==> src/rtl/tour_pkg.sv <==
// Shared types and constants for the knight's-tour command sequencer.
package tour_pkg;

  typedef enum logic [2:0] {
    IDLE,
    VERT,
    WAIT_V,
    HORZ,
    WAIT_H
  } state_t;

  localparam logic [3:0] OP_MOVE     = 4'h2;
  localparam logic [3:0] OP_MOVE_FAN = 4'h3;
  localparam logic [3:0] OP_ABORT    = 4'hF;

  localparam logic [7:0] HDG_N = 8'h00;
  localparam logic [7:0] HDG_W = 8'h3F;
  localparam logic [7:0] HDG_S = 8'h7F;
  localparam logic [7:0] HDG_E = 8'hBF;

  localparam logic [7:0] RESP_DONE = 8'hA5;
  localparam logic [7:0] RESP_STEP = 8'h5A;

endpackage

==> src/rtl/tour_move_decode.sv <==
// Converts a one-hot knight move into its vertical and horizontal move commands.
module tour_move_decode
  import tour_pkg::*;
(
  input  logic [7:0]  move,
  output logic [15:0] vert_cmd,
  output logic [15:0] horz_cmd
);

  logic [2:0] sel;

  // Lowest set bit wins; an all-zero move falls back to bit 0.
  always_comb begin
    sel = '0;
    for (int unsigned i = 0; i < 8; i++) begin
      if (move[7-i]) sel = 3'(7 - i);
    end
  end

  always_comb begin
    vert_cmd = {OP_MOVE, HDG_N, 4'd2};
    horz_cmd = {OP_MOVE_FAN, HDG_W, 4'd1};
    case (sel)
      3'd0: begin vert_cmd = {OP_MOVE, HDG_N, 4'd2}; horz_cmd = {OP_MOVE_FAN, HDG_W, 4'd1}; end
      3'd1: begin vert_cmd = {OP_MOVE, HDG_N, 4'd2}; horz_cmd = {OP_MOVE_FAN, HDG_E, 4'd1}; end
      3'd2: begin vert_cmd = {OP_MOVE, HDG_N, 4'd1}; horz_cmd = {OP_MOVE_FAN, HDG_W, 4'd2}; end
      3'd3: begin vert_cmd = {OP_MOVE, HDG_S, 4'd1}; horz_cmd = {OP_MOVE_FAN, HDG_W, 4'd2}; end
      3'd4: begin vert_cmd = {OP_MOVE, HDG_S, 4'd2}; horz_cmd = {OP_MOVE_FAN, HDG_W, 4'd1}; end
      3'd5: begin vert_cmd = {OP_MOVE, HDG_S, 4'd2}; horz_cmd = {OP_MOVE_FAN, HDG_E, 4'd1}; end
      3'd6: begin vert_cmd = {OP_MOVE, HDG_S, 4'd1}; horz_cmd = {OP_MOVE_FAN, HDG_E, 4'd2}; end
      default: begin vert_cmd = {OP_MOVE, HDG_N, 4'd1}; horz_cmd = {OP_MOVE_FAN, HDG_E, 4'd2}; end
    endcase
  end

endmodule

==> src/rtl/tour_cmd.sv <==
// Arbitrates the command processor between UART commands and knight's-tour replay.
// Optional feature: define TOUR_ABORT_EN to allow a UART opcode 4'hF to abort a tour.
module tour_cmd
  import tour_pkg::*;
#(
  parameter int unsigned LAST_MV = 23
) (
  input  logic        clk,
  input  logic        rst_n,
  input  logic        start_tour,
  input  logic [7:0]  move,
  output logic [4:0]  mv_indx,
  input  logic [15:0] cmd_UART,
  input  logic        cmd_rdy_UART,
  output logic        clr_cmd_rdy_UART,
  output logic [15:0] cmd,
  output logic        cmd_rdy,
  input  logic        clr_cmd_rdy,
  input  logic        send_resp,
  output logic [7:0]  resp
);

  state_t      state, nxt;
  logic [15:0] cmd_reg;
  logic [15:0] vert_cmd, horz_cmd;
  logic        tour_rdy;
  logic        load_v, load_h, inc;
  logic        last, in_wait;
  logic        abort_req, abort_hit;

  tour_move_decode u_decode (
    .move     (move),
    .vert_cmd (vert_cmd),
    .horz_cmd (horz_cmd)
  );

  assign last    = (mv_indx == 5'(LAST_MV));
  assign in_wait = (state == WAIT_V) || (state == WAIT_H);

`ifdef TOUR_ABORT_EN
  assign abort_hit = in_wait && cmd_rdy_UART && (cmd_UART[15:12] == OP_ABORT) && !abort_req;

  always_ff @(posedge clk or negedge rst_n) begin
    if (!rst_n)             abort_req <= 1'b0;
    else if (nxt == IDLE)   abort_req <= 1'b0;
    else if (abort_hit)     abort_req <= 1'b1;
  end
`else
  assign abort_hit = 1'b0;
  assign abort_req = 1'b0;
`endif

  always_comb begin
    nxt    = state;
    load_v = 1'b0;
    load_h = 1'b0;
    inc    = 1'b0;
    case (state)
      IDLE:   if (start_tour) begin nxt = VERT; load_v = 1'b1; end
      VERT:   if (clr_cmd_rdy) nxt = WAIT_V;
      WAIT_V: if (send_resp) begin
                if (abort_req) nxt = IDLE;
                else begin nxt = HORZ; load_h = 1'b1; end
              end
      HORZ:   if (clr_cmd_rdy) nxt = WAIT_H;
      WAIT_H: if (send_resp) begin
                if (abort_req || last) nxt = IDLE;
                else begin nxt = VERT; load_v = 1'b1; inc = 1'b1; end
              end
      default: nxt = IDLE;
    endcase
  end

  always_ff @(posedge clk or negedge rst_n) begin
    if (!rst_n) begin
      state    <= IDLE;
      mv_indx  <= '0;
      cmd_reg  <= '0;
      tour_rdy <= 1'b0;
    end else begin
      state <= nxt;
      if (state == IDLE && start_tour) mv_indx <= '0;
      else if (inc)                    mv_indx <= mv_indx + 5'd1;
      if (load_v)      cmd_reg <= vert_cmd;
      else if (load_h) cmd_reg <= horz_cmd;
      if (load_v || load_h) tour_rdy <= 1'b1;
      else if (clr_cmd_rdy) tour_rdy <= 1'b0;
    end
  end

  // A start_tour pulse masks the UART handshake so the pending command survives the tour.
  always_comb begin
    cmd              = cmd_reg;
    cmd_rdy          = tour_rdy;
    clr_cmd_rdy_UART = abort_hit;
    resp             = RESP_STEP;
    if (state == IDLE) begin
      cmd              = cmd_UART;
      cmd_rdy          = cmd_rdy_UART & ~start_tour;
      clr_cmd_rdy_UART = clr_cmd_rdy & ~start_tour;
      resp             = RESP_DONE;
    end else if ((state == WAIT_H && last) || (in_wait && abort_req)) begin
      resp = RESP_DONE;
    end
  end

endmodule
==> config.mk <==
export PLATFORM = sky130hd
export DESIGN_NAME = tour_cmd
export DESIGN_NICKNAME = d
export VERILOG_FILES = /design/src/rtl/tour_pkg.sv /design/src/rtl/tour_move_decode.sv /design/src/rtl/tour_cmd.sv
export SDC_FILE = /design/constraint.sdc
export NUM_CORES = 1
export LEC_CHECK = 0
export ABC_AREA = 0
export CAP_MARGIN = 20
export CELL_PAD_IN_SITES_DETAIL_PLACEMENT = 1
export CELL_PAD_IN_SITES_GLOBAL_PLACEMENT = 1
export CORE_UTILIZATION = 29
export CTS_CLUSTER_SIZE = 10
export DETAILED_ROUTE_END_ITERATION = 8
export PLACE_DENSITY_LB_ADDON = 0.1
export SKIP_CTS_REPAIR_TIMING = 1
export SLEW_MARGIN = 20
export SYNTH_ARGS = -nofsm -noshare
export SYNTH_HDL_FRONTEND = slang
export SYNTH_SLANG_ARGS = --single-unit
==> constraint.sdc <==
create_clock -name clk -period 2.56 [get_ports clk]
set_input_delay 0.512 -clock clk [delete_from_list [all_inputs] [get_ports clk]]
set_output_delay 0.512 -clock clk [all_outputs]
set_load 0.1 [all_outputs]
==> results.py, run 1 <==
metrics = {
    "routing": {
        "routed_wl_um": 3250,
        "vias": 1050,
        "first_pass_iters": 4,
        "ant_nets": 0,
        "routed_via_density": 4.95,
        "drtIter0Drc": 17,
        "post-route-drc-count": 0,
        "wire_per_inst_um": 15.3,
    },
    "place": {
        "place_congestion": 0.743,
        "dp.final_hpwl_um": 2640,
        "post-place-cells": 208,
        "portBuffers": 60,
    },
    "synth": {
        "synth.distinct_cells": 40,
        "synth_fp_nets": 141,
        "syn_area_um2": 1050,
        "avgSynthCellArea_um2": 9.57,
        "synth_warnings": 0,
        "yosysSeqAreaShare_pct": 38.0,
        "postSynth.asyncResetShare_pct": 100,
        "synth_edf_count": 0,
        "synthFlopType": "dfrtp_1",
        "syn_inst": 110,
        "synth_seq_cells": 16,
    },
    "critical_path": {
        "end_kind": "primary output",
        "cp-start-kind": "flop",
        "cp.required_ps": 2050,
        "worstSetupPathType": "reg -> out",
        "worst-path-max-fanout": 10,
        "arrival_ps": 1840,
    },
    "sta": {
        "fmax_mhz": 424,
        "period_needed_ps": 2360,
        "hold_viol": 0,
        "grt_setup_unrepaired": "no",
        "tightest_slew_ps": 764,
        "slew_violations": 0,
        "finalCritPeriodShare_pct": 92.1,
        "setup_viol": 0,
        "finalHoldWorstSlack_ps": 490,
        "max_slew_margin_pct": 48.9,
        "skew_ps": 8.81,
    },
    "clock_network": {
        "cts_buffer_depth": 2,
        "numClockSinks": 16,
        "cts-root-buf": "clkbuf_4",
        "clkTransAtPathRegs_ps": 100,
        "clock_latency_ps": 290,
        "cts_buffers": 3,
        "cts.htree.levels": 1,
        "cts_tree": "done",
    },
    "layout": {
        "final_layout_size_suffix_gt1_share_pct": 35.5,
        "nets": 198,
        "fillers": 377,
        "area_delta_synth_final_pct": 89.2,
        "largest_reg_flops": 7,
        "instances_no_fill": 212,
        "num_antenna_cells": 0,
    },
    "floorplan": {
        "rows": 21,
        "core_area_um2": 3420,
        "die_area_um2": 3870,
        "fp.dieH_um": 62.2,
        "io_pins": 61,
        "dieWidth_um": 62.2,
        "start_util_pct": 30.8,
    },
    "outcome": {
        "outcome": "completed",
    },
    "job": {
        "maxCapViolCount": 0,
    },
    "grt": {
        "grt_pass1_wl_um": 5680,
        "overflow": 0,
        "grt_max_degree": 17,
        "grt_util_all_layers_pct": 18.2,
        "grt_pass1_vias": 1127,
        "antenna_found_initial": 0,
    },
    "worst_hold_path": {
        "hold_path.class": "reg -> reg",
    },
}
## critical path, stage by stage (launching register included)
cell	delay (ps)
dfrtp_1	610
nor3_2	60
buf_4	180
nor2b_1	350
a21o_1	180
buf_12	180
## routing by layer
layer / part of all wire, % / vias up / track usage (%)
li1: - / 501 / -
met5: 0 / - / 0
met3: 4.8 / 2 / 2.94
met4: 0.43 / 0 / 4.36
met1: 44 / 503 / 22.8
met2: 51 / 44 / 32.4
## cell type report
| type | count | area [um^2] | share of cell area [%] |
|---|---|---|---|
| timing repair buffer | 62 | 863 | 43.4 |
| inverter | 2 | 11.3 | 0.566 |
| clock buffer | 4 | 26.3 | 1.32 |
| sequential | 16 | 412 | 20.7 |
| multi-input combinational | 82 | 621 | 31.2 |
| tap | 46 | 57.6 | 2.89 |
## synthesized netlist by cell type, drive strengths merged, types with 2 or more instances
cell	instances	area share (%)
nor2b	3	1.8
mux2	6	6.4
and2	4	2.4
nand3	3	1.9
inv	2	0.71
nand2	9	3.2
nor2	12	4.5
a21o	7	5.0
mux2i	2	1.9
xor2	4	3.3
nand4	2	1.2
buf	9	5.7
nor3	3	1.4
o21ai	7	3.7
dfrtp	16	38
## path summary, 6_finish.rpt
kind / start / slack, ps / end / depth (start not counted)
hold / removal: cmd_reg[13]$_DFFE_PN0P_ / 490 / cmd_reg[13]$_DFFE_PN0P_ / 1
setup / recovery: state[2]$_DFFE_PN0P_ / 200 / cmd[9] / 5
hold reg to reg: cmd_reg[13]$_DFFE_PN0P_ / 490 / cmd_reg[13]$_DFFE_PN0P_ / 1
max in group asynchronous: rst_n / 1350 / mv_indx[1]$_DFFE_PN0P_ / 1
min in group asynchronous: rst_n / 660 / mv_indx[0]$_DFFE_PN0P_ / 1
setup reg to reg: state[1]$_DFFE_PN0P_ / 800 / cmd_reg[9]$_DFFE_PN0P_ / 4
## placed cells by master, fill, tap and decap left out, drive strengths merged, types with 2 or more instances in the layout
master         count
a21o               7
and2               4
buf               33
clkbuf             4
clkdlybuf4s50     29
dfrtp             16
mux2               6
mux2i              2
nand2              9
nand3              3
nand4              2
nor2              12
nor2b              3
nor3               3
o21ai              7
xor2               4
## logic make-up after synthesis
logic type	count (synthesis)	share of synthesized area, %
compound gates	21	15.3
xor+xnor	5	4.16
fa+ha+maj	1	1.19
buf+inv	12	6.78
flops	16	38.0
mux	8	8.32
simple gates	47	26.2
## per-stage QoR
| stage | worst slack [ps] | instance area [um^2] | utilization, % | setup TNS [ps] |
|---|---|---|---|---|
| 2_1_floorplan | -150 | 1140 | - | -449 |
| 3_3_place_gp | 425 | 1960 | 57.5 | 0 |
| 3_5_place_dp | 323 | 1960 | 57.5 | 0 |
| 4_1_cts | 194 | 1990 | 58.3 | 0 |
| 5_1_grt | 84.7 | 1990 | 58.3 | 0 |
| 6_report | 203 | 1990 | 58.3 | 0 |
Power of run 1 is not shown: default switching activity piles up to over one toggle a cycle in this logic, so the estimate is an artifact.
==> run 2: changes to the inputs <==
CORE_UTILIZATION = 30   (was 29)
CTS_BUF_LIST = sky130_fd_sc_hd__clkbuf_8   (was default)
==> results.py, run 2 (same netlist as run 1, synthesis figures left out) <==
metrics = {
    "sta": {
        "finalHoldWorstSlack_ps": 472,
        "slew_violations": 0,
        "skew_ps": 2.21,
        "hold_viol": 0,
        "tns_ps": 0,
        "fmax_mhz": 423,
        "setup_viol": 0,
        "period_needed_ps": 2360,
        "grt_setup_unrepaired": "no",
        "tightest_slew_ps": 754,
        "finalCritPeriodShare_pct": 92.3,
        "max_slew_margin_pct": 49.6,
    },
    "grt": {
        "overflow": 0,
        "grt-busiest-layer": "met2",
        "grt.met1_usage_pct": 22.1,
        "grt_util_all_layers_pct": 20.6,
        "grtUsageMet2_pct": 39.0,
        "grt_use_met3_pct": 3.36,
        "antenna_found_initial": 0,
        "grt_pass1_wl_um": 5530,
        "grt_max_degree": 21,
        "grt_pass1_vias": 1150,
    },
    "clock_network": {
        "clkTransAtPathRegs_ps": 70,
        "cts.htree.levels": 1,
        "numClockSinks": 16,
        "cts_tree": "done",
        "cts_buffer_depth": 2,
        "cts_buffers": 3,
        "cts-root-buf": "clkbuf_8",
        "clock_latency_ps": 260,
    },
    "layout": {
        "multiInputGateArea_um2": 621,
        "area_delta_synth_final_pct": 91.9,
        "largest_reg_flops": 7,
        "nets": 198,
        "layout_commonest_cell": "clkdlybuf4s50_1",
        "final_layout_size_suffix_gt1_share_pct": 36.1,
        "num_antenna_cells": 0,
        "mostFrequentLayoutCells": "clkdlybuf4s50_1, buf_12, nor2_1, dfrtp_1",
        "regArea_um2": 412,
        "fillers": 354,
    },
    "worst_hold_path": {
        "holdPathStages": 1,
        "hold_path.class": "reg -> reg",
    },
    "floorplan": {
        "core_area_um2": 3340,
        "die_area_um2": 3750,
        "fp.dieH_um": 61.2,
        "io_pins": 61,
        "rows": 21,
        "dieWidth_um": 61.2,
        "start_util_pct": 31.5,
    },
    "critical_path": {
        "worstSetupPathType": "reg -> out",
        "slowest_stage": "dfrtp_1",
        "cp-start-kind": "flop",
        "arrival_ps": 1850,
        "worstRegToRegCells": 5,
        "worst-path-max-fanout": 20,
        "end_kind": "primary output",
        "cp_cell_sequence": "nor3_2, buf_4, nor2b_1, a21o_1, buf_12",
        "cp.required_ps": 2050,
        "cp_slowest_stage_delay_ps": 570,
    },
    "routing": {
        "first_pass_iters": 3,
        "post-route-drc-count": 0,
        "routed_wl_um": 3470,
        "ant_nets": 0,
        "routed_via_density": 5.07,
        "wire_per_inst_um": 16.3,
        "vias": 1075,
        "drtIter0Drc": 16,
    },
    "job": {
        "maxCapViolCount": 0,
    },
    "outcome": {
        "outcome": "completed",
    },
    "place": {
        "portBuffers": 60,
        "place_congestion": 0.803,
        "dp.final_hpwl_um": 2810,
    },
}
[run 2: critical path, delay by kind of cell, from the launching register on]
family	cells	cell delay [ps]
buffers and inverters	2	400
AOI/OAI and AO/OA	1	180
and+or+nand+nor	2	440
DFF	1	570
[run 2: through the flow]
stage          instances  worst slack, ps  area (um^2)  util (%)
2_1_floorplan        110             -150         1140         -
3_3_place_gp         208              431         1960      58.9
3_5_place_dp         208              224         1960      58.9
4_1_cts              212              157         2020      60.5
5_1_grt              212             64.1         2020      60.5
6_report             212              197         2020      60.5
[run 2: worst paths after layout]
check / slack, ps / start / end
worst max-delay path: 200 / state[2]$_DFFE_PN0P_ / cmd[7]
worst min-delay path: 470 / cmd_reg[13]$_DFFE_PN0P_ / cmd_reg[13]$_DFFE_PN0P_
worst max register to register: 780 / state[1]$_DFFE_PN0P_ / mv_indx[3]$_DFFE_PN0P_
worst min register to register: 470 / cmd_reg[13]$_DFFE_PN0P_ / cmd_reg[13]$_DFFE_PN0P_
max in group asynchronous: 1310 / rst_n / mv_indx[1]$_DFFE_PN0P_
min in group asynchronous: 700 / rst_n / state[0]$_DFFE_PN0P_
[run 2: cell type report]
cell class | instances | area share [%]
Timing Repair Buffer | 62 | 42.8
Inverter | 2 | 0.558
Multi-Input combinational cell | 82 | 30.7
Sequential cell | 16 | 20.4
Tap cell | 46 | 2.85
Clock buffer | 4 | 2.73
[run 2: routing by layer]
metal	wire [um]	up-vias	part of all wire, %
met5	0	-	0
met4	82	0	2.4
met3	235	9	6.8
met2	1870	48	54
met1	1280	521	37
li1	-	497	-
Power of run 2 is left out for the same reason.
==> run 3: changes to the inputs <==
ABC_CLOCK_PERIOD_IN_PS = 2560   (was default)
SLEW_MARGIN = default   (was 20)
==> results of run 3 <==
Final layout, timing and power as in run 2 (identical DEF).
Power of run 3 is left out for the same reason.
